[config.mk]
export PLATFORM = sky130hd
export DESIGN_NAME = iob_master_flat
export DESIGN_NICKNAME = d
export VERILOG_FILES = /design/src/rtl/iob_master_if.sv /design/src/rtl/iob_master.sv /design/src/flat_wrapper.sv
export SDC_FILE = /design/constraint.sdc
export NUM_CORES = 1
export LEC_CHECK = 0
export CAP_MARGIN = 30
export CORE_MARGIN = 2
export CORE_UTILIZATION = 55
export DETAILED_ROUTE_END_ITERATION = 7
export PLACE_DENSITY = 0.86
export SYNTH_ARGS = -nofsm -noshare
export SYNTH_HDL_FRONTEND = slang
export SYNTH_SLANG_ARGS = --single-unit
[constraint.sdc]
create_clock -name CLK -period 2.4 [get_ports CLK]
set_input_delay 0.24 -clock CLK [delete_from_list [all_inputs] [get_ports CLK]]
set_output_delay 0.24 -clock CLK [all_outputs]
set_load 0.005 [all_outputs]
[src/rtl/iob_master_if.sv]
// I/O bus master signal bundle: bridge-side request handshake plus the
// 68000-style asynchronous bus strobes and responses.
interface iob_master_if;
  logic IOREQ, IORW, IOL, IOU;
  logic IOACT, IOBERR, IODinLE, nDoutOE;
  logic nAS, nLDS, nUDS, nWE, nVMA, E;
  logic nDTACK, nBERR, nVPA;

  modport master (
    input  IOREQ, IORW, IOL, IOU, nDTACK, nBERR, nVPA,
    output IOACT, IOBERR, IODinLE, nDoutOE, nAS, nLDS, nUDS, nWE, nVMA, E
  );

  modport slave (
    output IOREQ, IORW, IOL, IOU, nDTACK, nBERR, nVPA,
    input  IOACT, IOBERR, IODinLE, nDoutOE, nAS, nLDS, nUDS, nWE, nVMA, E
  );
endinterface

[src/rtl/iob_master.sv]
// I/O bus master: runs one 68000-style async cycle per IOREQ, terminated by
// DTACK, BERR, timeout or a 6800 VPA/VMA cycle locked to a local E clock.
module iob_master #(
  parameter logic [7:0] TIMEOUT = 8'd255
) (
  input logic          CLK,
  input logic          nRST,
  iob_master_if.master bus
);
  typedef enum logic [2:0] {
    ST_IDLE, ST_S1, ST_S2, ST_S3, ST_WAIT, ST_VPAW, ST_VMA, ST_END
  } st_t;

  typedef struct packed {
    logic rw;
    logic l;
    logic u;
  } req_t;

  st_t        st, st_n;
  req_t       req, req_n;
  logic [7:0] tcnt, tcnt_n;
  logic [3:0] ecnt, ecnt_n;
  logic       e;
  logic       dtack_r, berr_r, vpa_r;

  logic ioact, ioact_n, ioberr, ioberr_n, dinle, dinle_n, ndoutoe, ndoutoe_n;
  logic nas, nas_n, nlds, nlds_n, nuds, nuds_n, nwe, nwe_n, nvma, nvma_n;
  logic do_end, end_err;

  // E clock: free-running divide-by-10, high for Ecnt 6..9. E is registered
  // from the next count so it tracks Ecnt exactly.
  assign ecnt_n = (ecnt == 4'd9) ? 4'd0 : ecnt + 4'd1;

  always_comb begin
    st_n      = st;
    req_n     = req;
    tcnt_n    = tcnt;
    ioact_n   = ioact;
    ioberr_n  = ioberr;
    dinle_n   = dinle;
    ndoutoe_n = ndoutoe;
    nas_n     = nas;
    nlds_n    = nlds;
    nuds_n    = nuds;
    nwe_n     = nwe;
    nvma_n    = nvma;
    do_end    = 1'b0;
    end_err   = 1'b0;
    case (st)
      ST_IDLE: if (bus.IOREQ) begin
        req_n    = '{rw: bus.IORW, l: bus.IOL, u: bus.IOU};
        ioact_n  = 1'b1;
        ioberr_n = 1'b0;
        st_n     = ST_S1;
      end
      ST_S1: begin
        nwe_n = req.rw;
        st_n  = ST_S2;
      end
      ST_S2: begin
        nas_n = 1'b0;
        if (req.rw) begin
          nlds_n = ~req.l;
          nuds_n = ~req.u;
        end else begin
          ndoutoe_n = 1'b0;
        end
        tcnt_n = 8'd0;
        st_n   = ST_S3;
      end
      ST_S3: begin
        // write data gets a cycle of setup before the data strobes
        if (!req.rw) begin
          nlds_n = ~req.l;
          nuds_n = ~req.u;
        end
        st_n = ST_WAIT;
      end
      ST_WAIT: begin
        if (berr_r) begin
          do_end  = 1'b1;
          end_err = 1'b1;
        end else if (dtack_r) begin
          do_end = 1'b1;
        end else if (vpa_r) begin
          st_n = ST_VPAW;
        end else if (tcnt == TIMEOUT) begin
          do_end  = 1'b1;
          end_err = 1'b1;
        end else begin
          tcnt_n = tcnt + 8'd1;
        end
      end
      // Checked one count early so nVMA falls as Ecnt enters 2.
      ST_VPAW: if (ecnt == 4'd1) begin
        nvma_n = 1'b0;
        st_n   = ST_VMA;
      end
      ST_VMA: begin
        if (berr_r) begin
          do_end  = 1'b1;
          end_err = 1'b1;
        end else if (ecnt == 4'd9) begin
          do_end = 1'b1;
        end
      end
      ST_END: begin
        dinle_n   = 1'b0;
        ndoutoe_n = 1'b1;
        nwe_n     = 1'b1;
        st_n      = ST_IDLE;
      end
      default: st_n = ST_IDLE;
    endcase
    if (do_end) begin
      st_n     = ST_END;
      nas_n    = 1'b1;
      nlds_n   = 1'b1;
      nuds_n   = 1'b1;
      nvma_n   = 1'b1;
      ioact_n  = 1'b0;
      ioberr_n = end_err;
      dinle_n  = req.rw & ~end_err;
    end
  end

  always_ff @(posedge CLK) begin
    if (!nRST) begin
      st      <= ST_IDLE;
      req     <= '0;
      tcnt    <= 8'd0;
      ecnt    <= 4'd0;
      e       <= 1'b0;
      dtack_r <= 1'b0;
      berr_r  <= 1'b0;
      vpa_r   <= 1'b0;
      ioact   <= 1'b0;
      ioberr  <= 1'b0;
      dinle   <= 1'b0;
      ndoutoe <= 1'b1;
      nas     <= 1'b1;
      nlds    <= 1'b1;
      nuds    <= 1'b1;
      nwe     <= 1'b1;
      nvma    <= 1'b1;
    end else begin
      st      <= st_n;
      req     <= req_n;
      tcnt    <= tcnt_n;
      ecnt    <= ecnt_n;
      e       <= (ecnt_n >= 4'd6);
      dtack_r <= ~bus.nDTACK;
      berr_r  <= ~bus.nBERR;
      vpa_r   <= ~bus.nVPA;
      ioact   <= ioact_n;
      ioberr  <= ioberr_n;
      dinle   <= dinle_n;
      ndoutoe <= ndoutoe_n;
      nas     <= nas_n;
      nlds    <= nlds_n;
      nuds    <= nuds_n;
      nwe     <= nwe_n;
      nvma    <= nvma_n;
    end
  end

  assign bus.IOACT   = ioact;
  assign bus.IOBERR  = ioberr;
  assign bus.IODinLE = dinle;
  assign bus.nDoutOE = ndoutoe;
  assign bus.nAS     = nas;
  assign bus.nLDS    = nlds;
  assign bus.nUDS    = nuds;
  assign bus.nWE     = nwe;
  assign bus.nVMA    = nvma;
  assign bus.E       = e;
endmodule

[src/flat_wrapper.sv]
// flat-port wrapper written by rule: the top's interface ports become plain ports
module iob_master_flat 
#(
  parameter logic [7:0] TIMEOUT = 8'd255
)
  (CLK, nRST, bus_IOREQ, bus_IORW, bus_IOL, bus_IOU, bus_nDTACK, bus_nBERR, bus_nVPA, bus_IOACT, bus_IOBERR, bus_IODinLE, bus_nDoutOE, bus_nAS, bus_nLDS, bus_nUDS, bus_nWE, bus_nVMA, bus_E);
  iob_master_if bus_i ();
  input logic CLK;
  input logic nRST;
  input wire logic [$bits(bus_i.IOREQ)-1:0] bus_IOREQ;
  input wire logic [$bits(bus_i.IORW)-1:0] bus_IORW;
  input wire logic [$bits(bus_i.IOL)-1:0] bus_IOL;
  input wire logic [$bits(bus_i.IOU)-1:0] bus_IOU;
  input wire logic [$bits(bus_i.nDTACK)-1:0] bus_nDTACK;
  input wire logic [$bits(bus_i.nBERR)-1:0] bus_nBERR;
  input wire logic [$bits(bus_i.nVPA)-1:0] bus_nVPA;
  output wire logic [$bits(bus_i.IOACT)-1:0] bus_IOACT;
  output wire logic [$bits(bus_i.IOBERR)-1:0] bus_IOBERR;
  output wire logic [$bits(bus_i.IODinLE)-1:0] bus_IODinLE;
  output wire logic [$bits(bus_i.nDoutOE)-1:0] bus_nDoutOE;
  output wire logic [$bits(bus_i.nAS)-1:0] bus_nAS;
  output wire logic [$bits(bus_i.nLDS)-1:0] bus_nLDS;
  output wire logic [$bits(bus_i.nUDS)-1:0] bus_nUDS;
  output wire logic [$bits(bus_i.nWE)-1:0] bus_nWE;
  output wire logic [$bits(bus_i.nVMA)-1:0] bus_nVMA;
  output wire logic [$bits(bus_i.E)-1:0] bus_E;
  assign bus_i.IOREQ = bus_IOREQ;
  assign bus_i.IORW = bus_IORW;
  assign bus_i.IOL = bus_IOL;
  assign bus_i.IOU = bus_IOU;
  assign bus_i.nDTACK = bus_nDTACK;
  assign bus_i.nBERR = bus_nBERR;
  assign bus_i.nVPA = bus_nVPA;
  assign bus_IOACT = bus_i.IOACT;
  assign bus_IOBERR = bus_i.IOBERR;
  assign bus_IODinLE = bus_i.IODinLE;
  assign bus_nDoutOE = bus_i.nDoutOE;
  assign bus_nAS = bus_i.nAS;
  assign bus_nLDS = bus_i.nLDS;
  assign bus_nUDS = bus_i.nUDS;
  assign bus_nWE = bus_i.nWE;
  assign bus_nVMA = bus_i.nVMA;
  assign bus_E = bus_i.E;
  iob_master #(.TIMEOUT(TIMEOUT)) u_core (.CLK(CLK), .nRST(nRST), .bus(bus_i));
endmodule
* Word level (Yosys, flattened, before mapping)
Cells that the tools add are included.
** Word-level totals
- Flip-flop bits (word level) :: 31
- Input bits :: 9
- Output and inout bits :: 10
** Operators by class
- Add/subtract/negate cells :: 2
- $lt $le $gt $ge :: 1
- Eq/ne operators :: 22
- Mux-type cells :: 38
- Bitwise gates (word level) :: 8
- Reductions and logical operators :: 17
** Operators by type and width (number)
- $mux W8 :: 4
- $pmux W3 S7 :: 1
- $mux W1 :: 19
- $mux W3 :: 6
- $pmux W8 S2 :: 1
- $reduce_bool A2 Y1 :: 7
- $eq A3 B3 Y1 const B :: 4
- $ne A2 B2 Y1 const B :: 6
- $pmux W1 S2 :: 6
- $add A8 B1 Y8 const B :: 1
- $eq A8 B8 Y1 const B :: 1
- $reduce_and A2 Y1 :: 4
- $reduce_bool A8 Y1 :: 1
- $not A1 Y1 :: 7
- $eq A3 B2 Y1 const B :: 2
- $ne A3 B1 Y1 const B :: 2
- $ne A3 B3 Y1 const B :: 2
- $reduce_and A6 Y1 :: 1
- $reduce_and A5 Y1 :: 1
- $add A4 B1 Y4 const B :: 1
- $eq A4 B1 Y1 const B :: 1
- $eq A4 B4 Y1 const B :: 1
- $ge A4 B3 Y1 const B :: 1
- $mux W4 :: 1
- 7 further kinds :: 7

* Longest topological paths before layout
Gate-level depths: netlist of run 1.
- Word-level depth :: 9
- Mapped depth :: 5
- Depth with buffers taken out :: 5

* Worst setup path after synthesis of run 1
Ideal clock, no wire load.
- Path type :: register to register
- Start :: reg u_core.st[1]
- End :: reg u_core.tcnt[6]
- Arrival time :: 1.403 ns
- Data required time :: 2.330 ns
- Path slack :: 0.927 ns
- Cell stages (with the launch flop) :: 6
- Buffers on the path :: 1
- Period minus slack after synthesis :: 1.473 ns
- Path through :: dfxtp_1 buf_6 nor4b_4 o211ai_2 or4_1 a21oi_1
** On the way
- Word-level cells in the longest chain between the ends :: 3
- Elaborated cells between the ends (all ways) :: 9
** Ends and longest elaborated chain
- start: declaration :: RTL line iob_master.sv:20 : st_t st, st_n;
- start signal: assignment :: RTL line iob_master.sv:148 : st <= st_n;
- $eq A3 B3 Y1 / $eq A3 B2 Y1 (equally long branches) :: RTL line iob_master.sv:50 : case (st)
- $ne A2 B2 Y1 (no source line) / $reduce_bool A2 Y1 (equally long branches)
- $reduce_and A5 Y1 (no source line)
- end signal: assignment :: RTL line iob_master.sv:150 : tcnt <= tcnt_n;
- end: declaration :: RTL line iob_master.sv:22 : logic [7:0] tcnt, tcnt_n;
Parallel ways exist; a longest one is shown, timed or not.
A chain may end at the register's enable or synchronous reset.

* Worst setup path after layout of run 1
- Start :: reg u_core.st[1]
- End :: reg u_core.st[0]
** On the way
- Word-level cells in the longest chain between the ends :: 4
- Elaborated cells between the ends (all ways) :: 18
** Ends and longest elaborated chain (RTL line)
- $eq A3 B3 Y1 :: iob_master.sv:50
- $pmux W1 S2 :: iob_master.sv:50
- $reduce_bool A8 Y1 (no source line) (tied with other cells)
- $reduce_and A6 Y1 (no source line)
Parallel ways exist; a longest one is shown, timed or not.

==> summary.md, run 1 <==
| Metric | Value |
|---|---|
| DR iter-0 viols | `22` |
| Synth unique cells | `40` |
| Gr ovfl total | `0` |
| Antenna viol nets, final | `0` |
| CTS Buffer Depth | `2` |
| Warnings, synthesis | `0` |
| Post-route DRC | `0` |
| Number of enable flip-flop cells after synthesis | `0` |
| Final Hold Fails | `0` |
| Final setup margin | `0.589 ns` |
| # diodes | `0` |
| TNS Setup | `0 ns` |
| Max cap viols | `0` |
| I/O Buffers | `18` |
| Final instance area | `0.00172 mm^2` |
| Worst EP arrival | `2.09 ns` |
| Synth top area cells | `dfxtp_1 42%, nor2b_1 4.6%, a21oi_1 4.4%, o21ai_0 4.4%, nor2_1 3.0%` |
| Fillcell total | `213` |
| Top Ports | `19` |
| Clock transition at the registers of the reported paths | `0.09 ns` |
| TritonCTS Buffers | `5` |
| Final setup vio count | `0` |
| Chip height | `55.9 um` |
| Total GRT Usage | `20.7%` |
| Yosys top cell by area | `dfxtp_1` |
| Synth Cell Area | `0.00148 mm^2` |
| Main synth FF type | `dfxtp_1` |
| Required time worst endpoint | `2.68 ns` |
| Crit path time final | `1.81 ns` |
| Core area | `0.00252 mm^2` |
| Place WS | `0.622 ns` |
| Clock skew | `0.00576 ns` |
| Die area | `0.00313 mm^2` |
| Status | `complete, no violations` |
| Drt total wl | `2.89 mm` |
| FFs w/ async S/R, synth | `0%` |
| Hold Path Class | `input port to flip-flop` |
| Share of cells above drive strength 1 | `6.88%` |
| Area grow syn2layout | `15.8%` |
| Max Freq | `552 MHz` |
| Post-cts resize count | `0` |
| Synth Register Bits | `31` |
| CP max FO | `18` |
| CP endpoint kind | `flip-flop` |
| Gp weighted congestion | `0.794` |
| Pwr dens | `729 mW/mm^2` |
| Htree depth | `2` |
| CTS tree | `done` |
| Clock latency on the worst-skew pair | `0.33 ns` |
| Slew @ Worst Pin | `0.633 ns` |
| Final cell count without fillers | `219` |
| CTS hold repair buffers | `0` |
| Placed cell areas | `0.00167 mm^2` |
| RSZ-0062 raised after global routing | `false` |
| # rows | `18` |
| Initial Util | `58.8%` |
| Vias | `1242` |
| Worst-case vdd ir drop | `916 uV` |
| Syn Area/Cell | `8.73 um^2` |
| Post-synthesis cell count | `170` |
| WS Path Type | `flip-flop to flip-flop` |
| Max-slew violations | `0` |
| Placed Instances | `211` |
| First-pass GRT wire length | `4.96 mm` |
| Critical Path Source Type | `flip-flop` |
| Leakage | `0.626 nW` |
| Pre-antenna DRT Iters | `4` |
| Wire per inst | `13.2 um` |
| Yosys top cell area share | `41.8%` |
| Final period utilization | `75.5%` |
| Vias per cell | `5.67` |
| Clock root buffer | `clkbuf_4` |
| Slew headroom | `57.7%` |
| Largest net degree at the start of global routing | `24` |
| Dpl hpwl | `2.08 mm` |
| Initial antenna violation count | `0` |
| Vias in the first global route | `1155` |
| Post-synthesis sequential area ratio | `41.8%` |
| Nets | `198` |
| Clock Sinks | `31` |
| Die extent in x | `55.9 um` |
| Post-CTS setup repair buffer count | `0` |
| Synth Net Count | `180` |
==> power breakdown <==
group / total [mW] / leakage (nW) / internal (mW) / switching, mW
Clock: 0.286 / 0.0293 / 0.114 / 0.172
Combinational: 0.302 / 0.344 / 0.170 / 0.132
Sequential: 0.664 / 0.253 / 0.569 / 0.0950
Total: 1.25 / 0.626 / 0.853 / 0.399
==> routing by layer <==
| metal | up-vias | GRT usage, % | share of wire (%) |
|---|---|---|---|
| li1 | 636 | - | - |
| met1 | 567 | 25.9 | 47 |
| met2 | 29 | 31.1 | 46 |
| met3 | 10 | 6.05 | 4.0 |
| met4 | 0 | 12.9 | 3.0 |
| met5 | - | 0 | 0 |
==> through the flow <==
stage / utilization [%] / hold WS [ns] / total power [mW]
2_1_floorplan: - / 0.312 / 0.886
3_3_place_gp: 66.1 / 0.430 / 0.960
3_5_place_dp: 66.1 / 0.449 / 0.977
4_1_cts: 68.1 / 0.423 / 1.26
5_1_grt: 68.1 / 0.421 / 1.34
6_report: 68.1 / 0.427 / 1.25
==> kinds of logic (layout without fill, tap and decap cells) <==
kind of cell	Yosys count	after routing	share of synthesized area, %
compound gates	43	43	19.0
xor+xnor	5	5	2.95
fa+ha+maj	1	1	0.843
buf+inv	13	32	4.05
flops	31	31	41.8
mux	4	4	2.70
simple gates	73	73	28.7
==> worst paths after layout <==
check,startpoint,depth (start not counted),slack [ns],endpoint
hold reg to reg,u_core.bus.nAS,2,0.45,u_core.bus.nAS
hold / removal,bus_nBERR,2,0.43,u_core.berr_r
setup reg to reg,u_core.st[1],4,0.59,u_core.st[0]
setup / recovery,u_core.st[1],4,0.59,u_core.st[0]
==> final cells by class <==
type | instances | area, um^2 | share of cell area [%]
Timing Repair Buffer | 19 | 188 | 10.9
Sequential cell | 31 | 621 | 36.1
Tap cell | 30 | 37.5 | 2.18
Clock buffer | 7 | 45.0 | 2.62
Clock inverter | 1 | 5.00 | 0.291
Multi-Input combinational cell | 126 | 803 | 46.8
Inverter | 5 | 18.8 | 1.09
==> Yosys cell counts, drive strengths merged, types with 3 or more instances <==
master / n
dfxtp: 31
a21oi: 13
o21ai: 13
nor2: 12
nand2: 11
nor2b: 11
nand3: 8
or3: 6
inv: 5
nand2b: 5
and2: 4
buf: 4
clkbuf: 4
mux2i: 4
o21a: 4
and3: 3
xnor2: 3
==> registers in the layout, summed over array words and instances, names as in the netlist, 3 cells and up <==
name,flops
u_core.tcnt,8
u_core.req,3
u_core.st,3
u_core.ecnt,4
==> cell usage in the layout (no fill, tap or decap), types with 2 or more instances in the layout <==
cell / count
a21oi_1: 13
o21ai_0: 13
clkbuf_4: 5
xnor2_1: 3
and3_1: 3
clkdlybuf4s50_1: 18
inv_1: 5
nor2_1: 12
and2_1: 4
nand2_1: 11
xor2_1: 2
o21a_1: 4
o211a_1: 2
nand2b_1: 5
nor3b_1: 2
nor2b_1: 11
clkbuf_1: 2
nand3_1: 8
mux2i_1: 4
nand4_1: 2
o31ai_1: 2
nand3b_1: 2
or3_1: 6
o31a_1: 2
dfxtp_1: 31
==> critical path, cell delays in order (launching register included) <==
cell	delay [ns]
dfxtp_1	0.52
or2_0	0.33
or3_1	0.40
a21oi_1	0.30
o211a_1	0.22
No activity file was read; power rests on OpenSTA's default activity.
==> run 2: changes to the inputs <==
Settings changed: CORE_UTILIZATION 55 to 48, PLACE_DENSITY 0.86 to 0.81.
Clock period 2.4 ns to 1.5 ns, I/O delays scaled along.
==> run 2 against run 1 <==
Effect of this change:
- clock power grew 66%
- clock-buffer cell count is 1 lower
- die area up 14%
- via count rose by 9.3%
- utilization fell by 2.6 points
- critical endpoint is now u_core.tcnt[5]
- sequential power up 48%
- non-clock buffer count rose by 19
- sequential share of layout area decreased by 4.4 points
- critical path depth unchanged
- wire length is 13% higher
- combinational power grew 130%
- first-iteration DRC count rose to 2.6 times the previous value
==> summary.md, run 2 (same netlist as run 1, synthesis figures left out) <==
| Metric | Value |
|---|---|
| Dpl hpwl | `2.39 mm` |
| Max cap viols | `0` |
| Most frequent cells in the layout | `28 x dfxtp_1, 19 x buf_4, 18 x clkdlybuf4s50_1, 13 x o21ai_0` |
| Die extent in x | `59.6 um` |
| # rows | `20` |
| Worst-case vdd ir drop | `760 uV` |
| Max Freq | `668 MHz` |
| Leakage | `0.729 nW` |
| CTS Buffer Depth | `2` |
| CTS tree | `done` |
| Vias in the first global route | `1262` |
| Final cell count without fillers | `241` |
| Fillcell total | `236` |
| I/O Buffers | `18` |
| Clock root buffer | `clkbuf_4` |
| First-pass GRT wire length | `5.31 mm` |
| Total GRT Usage | `20.4%` |
| Initial Util | `49.4%` |
| Final period utilization | `99.8%` |
| Gr ovfl total | `0` |
| Status | `complete, no violations` |
| WHS Path Cells | `2` |
| Most flops, register | `u_core.tcnt` |
| WS Path Type | `flip-flop to flip-flop` |
| Drt total wl | `3.28 mm` |
| Pre-antenna DRT Iters | `4` |
| TritonCTS Buffers | `5` |
| Final setup vio count | `0` |
| Critical R2R Capture | `u_core.tcnt[5]` |
| Required time worst endpoint | `1.78 ns` |
| # diodes | `0` |
| Area grow syn2layout | `32.5%` |
| Worst EP arrival | `1.78 ns` |
| Hold Path Class | `input port to flip-flop` |
| Top Ports | `19` |
| CP max FO | `5` |
| Slew headroom | `79.6%` |
| Clock Sinks | `31` |
| GR peak layer | `met2` |
| Clock latency on the worst-skew pair | `0.34 ns` |
| Routing usage on met3 | `6.11%` |
| Post-route DRC | `0` |
| Vias | `1358` |
| CP endpoint kind | `flip-flop` |
| Final Hold Fails | `0` |
| Largest net degree at the start of global routing | `17` |
| Commonest non-fill, non-tap cell in the layout | `dfxtp_1` |
| Critical Path Source Type | `flip-flop` |
| Die area | `0.00355 mm^2` |
| Pwr dens | `1090 mW/mm^2` |
| Antenna viol nets, final | `0` |
| Reg-to-Reg Start | `u_core.vpa_r` |
| Wire per inst | `13.6 um` |
| Max reg flops | `8` |
| Crit path time final | `1.50 ns` |
| DR iter-0 viols | `57` |
| Hold wc startpoint | `bus_nBERR` |
| WHS Endpoint | `u_core.berr_r` |
| Htree depth | `2` |
| Slew @ Worst Pin | `0.305 ns` |
| Reg2Reg Depth | `4` |
| RSZ-0062 raised after global routing | `true` |
| Largest registers | `u_core.tcnt x8, u_core.ecnt x4` |
| Nets | `217` |
| Vias per cell | `5.63` |
| M2 GR Usage | `36.9%` |
| R2R Setup Slk | `0.002 ns` |
| Share of cells above drive strength 1 | `22.1%` |
| Post-layout util | `65.5%` |
| Max-slew violations | `0` |
| CTS hold repair buffers | `0` |
| Chip height | `59.6 um` |
| Clock transition at the registers of the reported paths | `0.10 ns` |
| Initial antenna violation count | `0` |
| GR Util met1 | `21.1%` |
| Core area | `0.00300 mm^2` |
| Gp weighted congestion | `0.801` |
| Placed Instances | `230` |
| Clock skew | `0.0140 ns` |
-- run 2: changes by cell type in the layout (fill, tap and decap cells not counted), sizes merged --
cell,delta
buf,+19
clkbuf,-1
clkinvlp,+1
-- run 2: per-layer routing --
layer / vias to the layer above / share of wire, %
met5: - / 0
met4: 0 / 2.2
met3: 9 / 3.8
met2: 31 / 53
met1: 642 / 41
li1: 676 / -
-- run 2: metrics by stage --
step / area (um^2) / total power, mW / worst slack, ns / setup TNS (ns) / hold slack (ns)
3_5_place_dp: 1790 / 1.65 / -0.0264 / -0.0435 / 0.438
3_3_place_gp: 1790 / 1.63 / 0.0709 / 0 / 0.431
5_1_grt: 1970 / 2.29 / -0.105 / -0.302 / 0.340
6_report: 1970 / 2.15 / 0.00234 / 0 / 0.344
4_1_cts: 1860 / 2.13 / -0.0105 / -0.0153 / 0.329
2_1_floorplan: 1480 / 1.42 / 0.0265 / 0 / 0.222
-- run 2: repair_timing --
| action | CTS | global route |
|---|---|---|
| pin swaps | 0 | 8 |
| cloned | 0 | 0 |
| resized for setup | 1 | 19 |
| setup buffers | 1 | 2 |
| endpoints found under the hold margin | 0 | 0 |
| setup endpoints to repair | 7 | 16 |
-- run 2: final cells by class --
cell class / count / area, um^2 / share of cell area, %
flip-flops and latches: 31 / 624 / 31.7
multi-input cells: 126 / 895 / 45.5
well taps: 33 / 41.3 / 2.10
clock inverters: 2 / 12.5 / 0.636
clock buffers: 6 / 41.3 / 2.10
repair buffers: 38 / 334 / 17.0
inverters: 5 / 18.8 / 0.954
-- run 2: how the worst max path moves through the flow --
stage	startpoint	to	cells after the start
2_1_floorplan	u_core.st[1]	u_core.tcnt[6]	5
3_3_place_gp	u_core.tcnt[0]	u_core.st[0]	5
3_5_place_dp	u_core.tcnt[1]	u_core.bus.IOBERR	5
4_1_cts	u_core.st[0]	u_core.tcnt[7]	4
5_1_grt	u_core.st[1]	u_core.tcnt[5]	4
6_report	u_core.vpa_r	u_core.tcnt[5]	4
-- run 2: where the power goes --
part | leakage, nW | total, mW | switching [mW] | internal [mW]
clock network | 0.0282 | 0.474 | 0.294 | 0.181
registers | 0.254 | 0.984 | 0.0701 | 0.914
logic | 0.446 | 0.695 | 0.341 | 0.354
-- run 2: critical path, cell delays in order (launching register included) --
cell and delay [ns]:
dfxtp_2 0.35, nor4b_4 0.36, o2111ai_2 0.22, or3_1 0.42
a21oi_2 0.11
